===== config.mk =====
export PLATFORM = sky130hd
export DESIGN_NAME = cache_nway
export DESIGN_NICKNAME = d
export VERILOG_FILES = /design/src/rtl/cache_pkg.sv /design/src/rtl/cache_victim_sel.sv /design/src/rtl/cache_nway.sv
export SDC_FILE = /design/constraint.sdc
export NUM_CORES = 2
export LEC_CHECK = 0
export CORE_MARGIN = 1
export CORE_UTILIZATION = 55
export CTS_CLUSTER_SIZE = 16
export DETAILED_ROUTE_END_ITERATION = 16
export PLACE_DENSITY = 0.71
export SYNTH_ARGS = -nofsm -noshare
export SYNTH_HDL_FRONTEND = slang
export SYNTH_SLANG_ARGS = --single-unit

===== constraint.sdc =====
create_clock -name clk -period 14.67 [get_ports clk]
set_input_delay 2.2005 -clock clk [delete_from_list [all_inputs] [get_ports clk]]
set_output_delay 2.2005 -clock clk [all_outputs]
set_load 0.005 [all_outputs]

===== src/rtl/cache_pkg.sv =====
// Shared types and defaults for the N-way set-associative write-through cache.
package cache_pkg;

  localparam int DATA_W_DEF = 32;
  localparam int ADDR_W_DEF = 32;
  localparam int WAYS_DEF   = 4;
  localparam int SETS_DEF   = 16;

  typedef enum logic [1:0] {
    IDLE    = 2'd0,
    RD_MISS = 2'd1,
    WR_MEM  = 2'd2,
    RESP    = 2'd3
  } state_t;

  function automatic int clog2(input int n);
    int r;
    r = 0;
    for (int i = 0; i < 31; i++) begin
      if ((1 << i) < n) r = i + 1;
    end
    return r;
  endfunction

endpackage


===== src/rtl/cache_victim_sel.sv =====
// Victim picker: lowest invalid way of the set, otherwise the round-robin way.
module cache_victim_sel
  import cache_pkg::*;
#(
  parameter int WAYS  = WAYS_DEF,
  parameter int WAY_W = clog2(WAYS)
) (
  input  logic [WAYS-1:0]  valid_vec,
  input  logic [WAY_W-1:0] rr_ptr,
  output logic [WAY_W-1:0] victim,
  output logic             evict
);

  always_comb begin
    victim = rr_ptr;
    evict  = &valid_vec;
    // Descending scan so the lowest invalid way wins.
    for (int w = WAYS - 1; w >= 0; w--) begin
      if (!valid_vec[w]) victim = WAY_W'(w);
    end
  end

endmodule


===== src/rtl/cache_nway.sv =====
// N-way set-associative write-through, write-allocate word cache, one word per line.
// Optional hit/miss counters are built when CACHE_STATS_EN is defined.
module cache_nway
  import cache_pkg::*;
#(
  parameter int DATA_W = DATA_W_DEF,
  parameter int ADDR_W = ADDR_W_DEF,
  parameter int WAYS   = WAYS_DEF,
  parameter int SETS   = SETS_DEF
) (
  input  logic              clk,
  input  logic              rst_n,
  input  logic              req_valid,
  output logic              req_ready,
  input  logic              req_wr,
  input  logic [ADDR_W-1:0] req_addr,
  input  logic [DATA_W-1:0] req_wdata,
  output logic              resp_valid,
  output logic              resp_hit,
  output logic [DATA_W-1:0] resp_rdata,
  output logic              mem_req,
  output logic              mem_wr,
  output logic [ADDR_W-1:0] mem_addr,
  output logic [DATA_W-1:0] mem_wdata,
  input  logic              mem_ack,
  input  logic [DATA_W-1:0] mem_rdata
`ifdef CACHE_STATS_EN
  ,
  output logic [31:0]       hit_cnt,
  output logic [31:0]       miss_cnt
`endif
);

  // state   | meaning
  // IDLE    | ready; tag compare and hit/miss decision on the incoming request
  // RD_MISS | read miss fetch outstanding on the memory port
  // WR_MEM  | write-through outstanding on the memory port
  // RESP    | one-cycle response pulse

  localparam int IDX_W = clog2(SETS);
  localparam int TAG_W = ADDR_W - IDX_W;
  localparam int WAY_W = clog2(WAYS);

  state_t state, state_nxt;

  logic [TAG_W-1:0]  tag_mem  [SETS][WAYS];
  logic [DATA_W-1:0] data_mem [SETS][WAYS];
  logic [WAYS-1:0]   valid    [SETS];
  logic [WAY_W-1:0]  rr_ptr   [SETS];

  logic              accept;
  logic [IDX_W-1:0]  req_idx;
  logic [TAG_W-1:0]  req_tag;
  logic              hit_any;
  logic [WAY_W-1:0]  hit_way;
  logic [DATA_W-1:0] hit_data;
  logic [WAY_W-1:0]  vict_way;
  logic              vict_evict;
  logic [WAY_W-1:0]  alloc_way;

  logic [ADDR_W-1:0] r_addr;
  logic [DATA_W-1:0] r_wdata;
  logic              r_hit;
  logic [WAY_W-1:0]  r_way;
  logic              r_evict;
  logic [DATA_W-1:0] r_rdata;
  logic [IDX_W-1:0]  r_idx;
  logic [TAG_W-1:0]  r_tag;
  logic              fill;

  assign accept    = req_valid && req_ready;
  assign req_idx   = req_addr[IDX_W-1:0];
  assign req_tag   = req_addr[ADDR_W-1:IDX_W];
  assign r_idx     = r_addr[IDX_W-1:0];
  assign r_tag     = r_addr[ADDR_W-1:IDX_W];
  assign alloc_way = hit_any ? hit_way : vict_way;
  assign fill      = (state == RD_MISS) && mem_ack;

  always_comb begin
    hit_any  = 1'b0;
    hit_way  = '0;
    hit_data = '0;
    for (int w = 0; w < WAYS; w++) begin
      if (valid[req_idx][w] && (tag_mem[req_idx][w] == req_tag)) begin
        hit_any  = 1'b1;
        hit_way  = WAY_W'(w);
        hit_data = data_mem[req_idx][w];
      end
    end
  end

  cache_victim_sel #(
    .WAYS  (WAYS),
    .WAY_W (WAY_W)
  ) u_victim_sel (
    .valid_vec (valid[req_idx]),
    .rr_ptr    (rr_ptr[req_idx]),
    .victim    (vict_way),
    .evict     (vict_evict)
  );

  always_ff @(posedge clk or negedge rst_n) begin
    if (!rst_n) state <= IDLE;
    else        state <= state_nxt;
  end

  always_comb begin
    state_nxt = state;
    case (state)
      IDLE: begin
        if (accept) begin
          if (req_wr)       state_nxt = WR_MEM;
          else if (hit_any) state_nxt = RESP;
          else              state_nxt = RD_MISS;
        end
      end
      RD_MISS: if (mem_ack) state_nxt = RESP;
      WR_MEM:  if (mem_ack) state_nxt = RESP;
      RESP:    state_nxt = IDLE;
      default: state_nxt = IDLE;
    endcase
  end

  always_comb begin
    req_ready  = (state == IDLE);
    resp_valid = (state == RESP);
    resp_hit   = (state == RESP) && r_hit;
    resp_rdata = (state == RESP) ? r_rdata : '0;
    mem_req    = (state == RD_MISS) || (state == WR_MEM);
    mem_wr     = (state == WR_MEM);
    mem_addr   = mem_req ? r_addr : '0;
    mem_wdata  = (state == WR_MEM) ? r_wdata : '0;
  end

  always_ff @(posedge clk or negedge rst_n) begin
    if (!rst_n) begin
      r_addr  <= '0;
      r_wdata <= '0;
      r_hit   <= 1'b0;
      r_way   <= '0;
      r_evict <= 1'b0;
      r_rdata <= '0;
    end else if (accept) begin
      r_addr  <= req_addr;
      r_wdata <= req_wdata;
      r_hit   <= hit_any;
      r_way   <= alloc_way;
      r_evict <= !hit_any && vict_evict;
      r_rdata <= (!req_wr && hit_any) ? hit_data : '0;
    end else if (fill) begin
      r_rdata <= mem_rdata;
    end
  end

  // Writes allocate at accept; read misses allocate when the fill returns.
  always_ff @(posedge clk or negedge rst_n) begin
    if (!rst_n) begin
      for (int s = 0; s < SETS; s++) begin
        valid[s]  <= '0;
        rr_ptr[s] <= '0;
      end
    end else if (accept && req_wr && !hit_any) begin
      valid[req_idx][vict_way] <= 1'b1;
      if (vict_evict) rr_ptr[req_idx] <= rr_ptr[req_idx] + 1'b1;
    end else if (fill) begin
      valid[r_idx][r_way] <= 1'b1;
      if (r_evict) rr_ptr[r_idx] <= rr_ptr[r_idx] + 1'b1;
    end
  end

  always_ff @(posedge clk) begin
    if (accept && req_wr) begin
      data_mem[req_idx][alloc_way] <= req_wdata;
      tag_mem[req_idx][alloc_way]  <= req_tag;
    end else if (fill) begin
      data_mem[r_idx][r_way] <= mem_rdata;
      tag_mem[r_idx][r_way]  <= r_tag;
    end
  end

`ifdef CACHE_STATS_EN
  always_ff @(posedge clk or negedge rst_n) begin
    if (!rst_n) begin
      hit_cnt  <= '0;
      miss_cnt <= '0;
    end else if (accept) begin
      if (hit_any) begin
        if (hit_cnt != '1) hit_cnt <= hit_cnt + 32'd1;
      end else begin
        if (miss_cnt != '1) miss_cnt <= miss_cnt + 32'd1;
      end
    end
  end
`endif

endmodule


Word-level counts from Yosys, hierarchy flattened
Memories as Yosys holds them, arrays and structs flattened.
Cells that the tools add are included.
- add/subtract/negate cells: 2
- $mul: 0
- div/mod/pow operators: 0
- $lt $le $gt $ge: 12
- equality and inequality tests: 10
- shift operators: 0
- multiplexer cells: 77
- bitwise logic cells: 6
- reductions and logical operators: 30
- operators with widths (cell ; number):
    $mux 128 ; 4
    $mux 32 ; 16
    $mux 112 ; 4
    $demux 32 s2 ; 2
    $mux 64 ; 2
    $or 64x64->64 ; 2
    $reduce_or 128->1 ; 1
    $demux 28 s2 ; 2
    $eq 28x28->1 ; 4
    $reduce_or 112->1 ; 1
    $bwmux 32 ; 2
    $mux 28 ; 2
    $mux 2 ; 17
    $demux 4 s4 ; 2
    $mux 4 ; 6
    $logic_and 1x1->1 ; 17
    $bmux 2 s4 ; 2
    $bmux 4 s4 ; 1
    $demux 2 s4 ; 2
    $ge 5x5->1 const B ; 2
    $lt 5x1->1 const B ; 2
    $mux 1 ; 10
    $not 4->5 ; 2
    $ge 3x3->1 const B ; 2
    other kinds (19) ; 30
- register bits: 198
- bits in latches: 0
- RAM bits: 3840
- bits in read-only memories: 0
- bits of input ports: 101
- logic and storage cells: 178
- memories: 2
- memories (name ; words ; width ; rd ports ; clocked after memory_dff ; wr ports ; RTL line ; text):
    data_mem ; 16 ; 128 ; 1 ; 0 ; 1 ; cache_nway.sv:47 ; logic [DATA_W-1:0] data_mem [SETS][WAYS];
    tag_mem ; 16 ; 112 ; 1 ; 0 ; 1 ; cache_nway.sv:46 ; logic [TAG_W-1:0] tag_mem [SETS][WAYS];

Logic depth before layout (Yosys ltp)
- depth in word-level cells: 17
- mapped depth: 20

Hierarchy
From an unflattened synthesis, not the netlist that was laid out.
- cell total of the unflattened synthesis: 7749
- area, all modules: 162125.5 µm²
- by module, submodules not included (module ; times used ; cells an instance ; area each (µm²)):
    cache_nway ; 1 ; 7742 ; 162084.2
    cache_victim_sel ; 1 ; 7 ; 41.3

Worst setup path before layout
No wires, ideal clock.
- kind: input to register
- start point: input req_addr[0]
- end point: memory data_mem[13][0] (netlist name), enable pin
- data arrival time: 9.586 ns
- data required time: 14.118 ns
- path slack: 4.532 ns
- stages on the path: 15
- cells stage by stage: buf_6 -> buf_6 -> buf_6 -> buf_2 -> mux4_2 -> a221oi_2 -> xor2_1 -> o2111ai_1 -> nor4_1 -> nand4_1 -> nand2b_1 -> nor2_1 -> o32a_4 -> buf_2 -> nor3_1
- cells in the longest elaborated chain, start to end: 17
- elaborated cells between the ends (all ways): 37
- those cells by class: 2 x order compare; 4 x eq/ne; 23 x mux; 2 x bitwise; 5 x reduce/logical; 1 x memory
- ends and longest elaborated chain (item ; RTL line ; text):
    start: declaration ; cache_nway.sv:16 ; input logic [ADDR_W-1:0] req_addr,
    branches (longest 17 deep; another with $mem_v2 16x112) ; n/a ;
    end: declaration ; cache_nway.sv:47 ;
Parallel ways; which one is timed is not known. The select of a mux whose other input is x is not followed.

Worst setup path in the final report
- start point: input req_addr[0]
- end point: memory data_mem[14][87] (netlist name), enable pin
The elaborated chain is that of the path after synthesis.

==> results.md <==
* Area of the multi-input gates at 0.0389 mm²
* Worst min path class: flip-flop to flip-flop
* CP endpoint kind: flip-flop
* CTS root buf: clkbuf_16
* Post-synth EDFFs at 3840
* Final GP Congestion at 0.931
* DR vias at 86500
* DIE AREA at 0.295 mm²
* DPL Wire Length at 270 mm
* Worst hold start: valid[63]
* Placed Area at 0.169 mm²
* FF-to-FF Start: tag_mem[2][67]
* CP arrival at 10.14 ns
* Most frequent cells in the layout: 3840 x edfxtp_1, 997 x mux4_2, 395 x clkbuf_16
* Fill count at 19600
* Maxcap violations at 0
* Final setup vio count at 0
* Core area at 0.291 mm²
* Critical path peak fanout at 79
* Lkg Pwr at 58.2 nW
* Clk pin slew, worst setup/hold paths at 0.06 ns
* R2R Path End: data_mem[14][87]
* Crit path to: data_mem[14][87]
* Crit path required time at 15.20 ns
* Initial antenna violation count at 29
* Die Ht at 543 µm
* Post-CTS Setup Repair Bufs at 0
* Critical Path, Cell by Cell: buf_16, buf_4, mux4_1, a22oi_1, a21oi_1, or4_1, nor4b_1, nand3_1, nor4_2, nor3_1, or3_1, a2bb2oi_2, buf_4, nor3_4, buf_4
* Tmin final at 9.61 ns
* Yosys cell types at 101
* Worst Max-Slew Pin Slew at 1.39 ns
* Register area at 0.120 mm²
* Die X at 543 µm
* 1st-iter DRT viols at 13700
* Pre-CTS setup slack at 4.27 ns
* ANT nets after route at 0
* Fin crit share at 0.655
* CP Launch Point: req_addr[0]
* Final instance area at 0.181 mm²
* Ys Warns at 0
* Non-filler cells, final at 12400
* Nets at 8309
* CTS tree: done
* Crit-path max cell delay at 0.97 ns
* Vias/cell at 6.97
* Hold Vio Cnt, Final at 0
* Area growth syn-to-layout at 12.5%
* Fin Setup TNS at 0 ns
* Power Density at 150 mW/mm²
* Predominant post-synthesis flop cell: edfxtp_1
* Clock sink count at 4038
* Worst relative slew slack at 0.0635
* Critical Path Slowest Stage Cell: buf_4
* Depth of the CTS H-tree at 5
* FF-to-FF path depth at 13
* Clock Skew at 0.0808 ns
* RSZ-0062 raised after global routing: no
* FFs w/ async S/R, synth at 0.0490
* I/O pins at 202
* PortBufs at 201
* FMAX at 104 MHz
* Max Transition Viols Final at 0
* R2r setup slk at 7.58 ns
* Inst Count DP at 11700
* CTS Buf Count at 393
* DR WL/cell at 37.9 µm
* Syn Inst Count at 7765
* Syn Std Cell Area at 0.161 mm²
* Cts hold-fix bufs at 0
* Sequential fraction of the synthesis area at 0.747
* CTS Buffer Depth at 4
* Outcome: finished clean
* Vias in the first global route at 84500
* # rows at 198
* Post-Route Utilization at 0.622
* Final WS setup at 5.06 ns
* Grt ovf at 0
* Clock insertion delay at the later pin of the skew report at 0.96 ns
* Share of layout cells above drive strength 1 at 0.249
* WS Path Type: input pin to flip-flop
* Most common cell after layout, fill and taps aside: edfxtp_1
* Most frequent CP cell: buf_4
* Synthesized area per cell at 20.7 µm²
* Yosys reg bits at 4038
* DR pass1 iterations at 9
* Starting Density at 0.553
* Overall Global Routing Usage at 0.320
* # resized after CTS at 0
* DRC viols at 0
* Global-route wire length before repair at 654 mm
* Peak supply drop at 207 µV
* Synthesized Nets at 7870
* Largest net degree at the start of global routing at 152
* Post-Route WL at 471 mm
* Crit path launch type: input pin
through the flow:
| step | total power [mW] | hold slack (ns) |
|---|---|---|
| finish | 27.1 | 0.458 |
| global route | 27.7 | 0.479 |
| global placement | 17.3 | 0.441 |
| floorplan | 15.8 | 0.431 |
| detailed placement | 17.4 | 0.449 |
| CTS | 27.1 | 0.463 |
sequential cells by signal, summed over array words and instances (netlist names):
register and flops:
r_evict 1, r_addr 32, tag_mem 1792, r_rdata 32, r_wdata 32, r_way 2
valid 64, data_mem 2048, r_hit 1, rr_ptr 32, state 2
routing by layer:
layer,wire [µm],track usage
met5,123,0
met4,28000,0.162
met3,57600,0.0704
met2,217000,0.486
met1,168000,0.441
synth_stat cells, drive strengths merged, types with 7 or more instances:
master	instances	area (µm²)
a2111oi	9	91.3
a211o	31	272
a211oi	12	90.1
a21oi	53	280
a221o	20	200
a221oi	20	188
a22o	14	123
a22oi	106	796
a2bb2oi	20	181
a311oi	34	298
a31oi	55	365
and2	106	663
and3	45	282
and4	8	70.1
buf	239	1590
clkbuf	234	882
clkinv	8	30.0
dfrtp	198	4950
dlygate4sd1	7	61.3
edfxtp	3840	115000
inv	27	101
mux2	100	1130
mux2i	306	3060
mux4	1001	22600
nand2	338	1280
nand2b	49	307
nand3	91	455
nand4	16	100
nor2	114	430
nor2b	22	138
nor3	110	623
nor4	24	199
o21ai	137	689
o22a	45	394
o22ai	38	238
o2bb2ai	38	333
o31ai	18	135
xnor2	120	1050
xor2	15	131
worst min path at each step:
| stage | end | cells after the start |
|---|---|---|
| after global placement | valid[54] | 1 |
| after detailed placement | valid[4] | 1 |
| after global routing | valid[8] | 1 |
| final | valid[63] | 1 |
| after CTS | valid[7] | 1 |
| after floorplan | valid[36] | 1 |
logic make-up (layout without fill, tap and decap cells):
kind of cell,count (synthesis),after routing,share of synthesized area
XOR/XNOR,135,135,0.00735
AO/OA/AOI/OAI,717,717,0.0328
multiplexers,1407,1407,0.166
AND/OR/NAND/NOR,949,949,0.0295
other,0,11,0
flip-flops,4038,4038,0.747
adder cells (fa/ha/maj),4,4,0.000311
buffers and inverters,515,1258,0.0165
area by class of cell:
type | instances | share of cell area
repair buffers | 524 | 0.0253
inverters | 35 | 0.000781
clock inverters | 202 | 0.0109
well taps | 3900 | 0.0270
multi-input cells | 3212 | 0.215
diodes | 11 | 0.000152
flip-flops and latches | 4038 | 0.664
clock buffers | 497 | 0.0570
power by group:
| part | internal [mW] | total [mW] | switching [mW] |
|---|---|---|---|
| clock network | 5.51 | 9.82 | 4.31 |
| registers | 13.7 | 13.8 | 0.159 |
| logic | 1.04 | 3.42 | 2.38 |
| total | 20.2 | 27.1 | 6.84 |
worst max-delay path: cells and delay by family:
kind | cells | cell delay, ns
and+or+nand+nor | 7 | 3.84
muxes | 1 | 0.66
buffers and inverters | 4 | 2.53
AOI/OAI and AO/OA | 3 | 0.58
(Power assumes the default switching activity.)
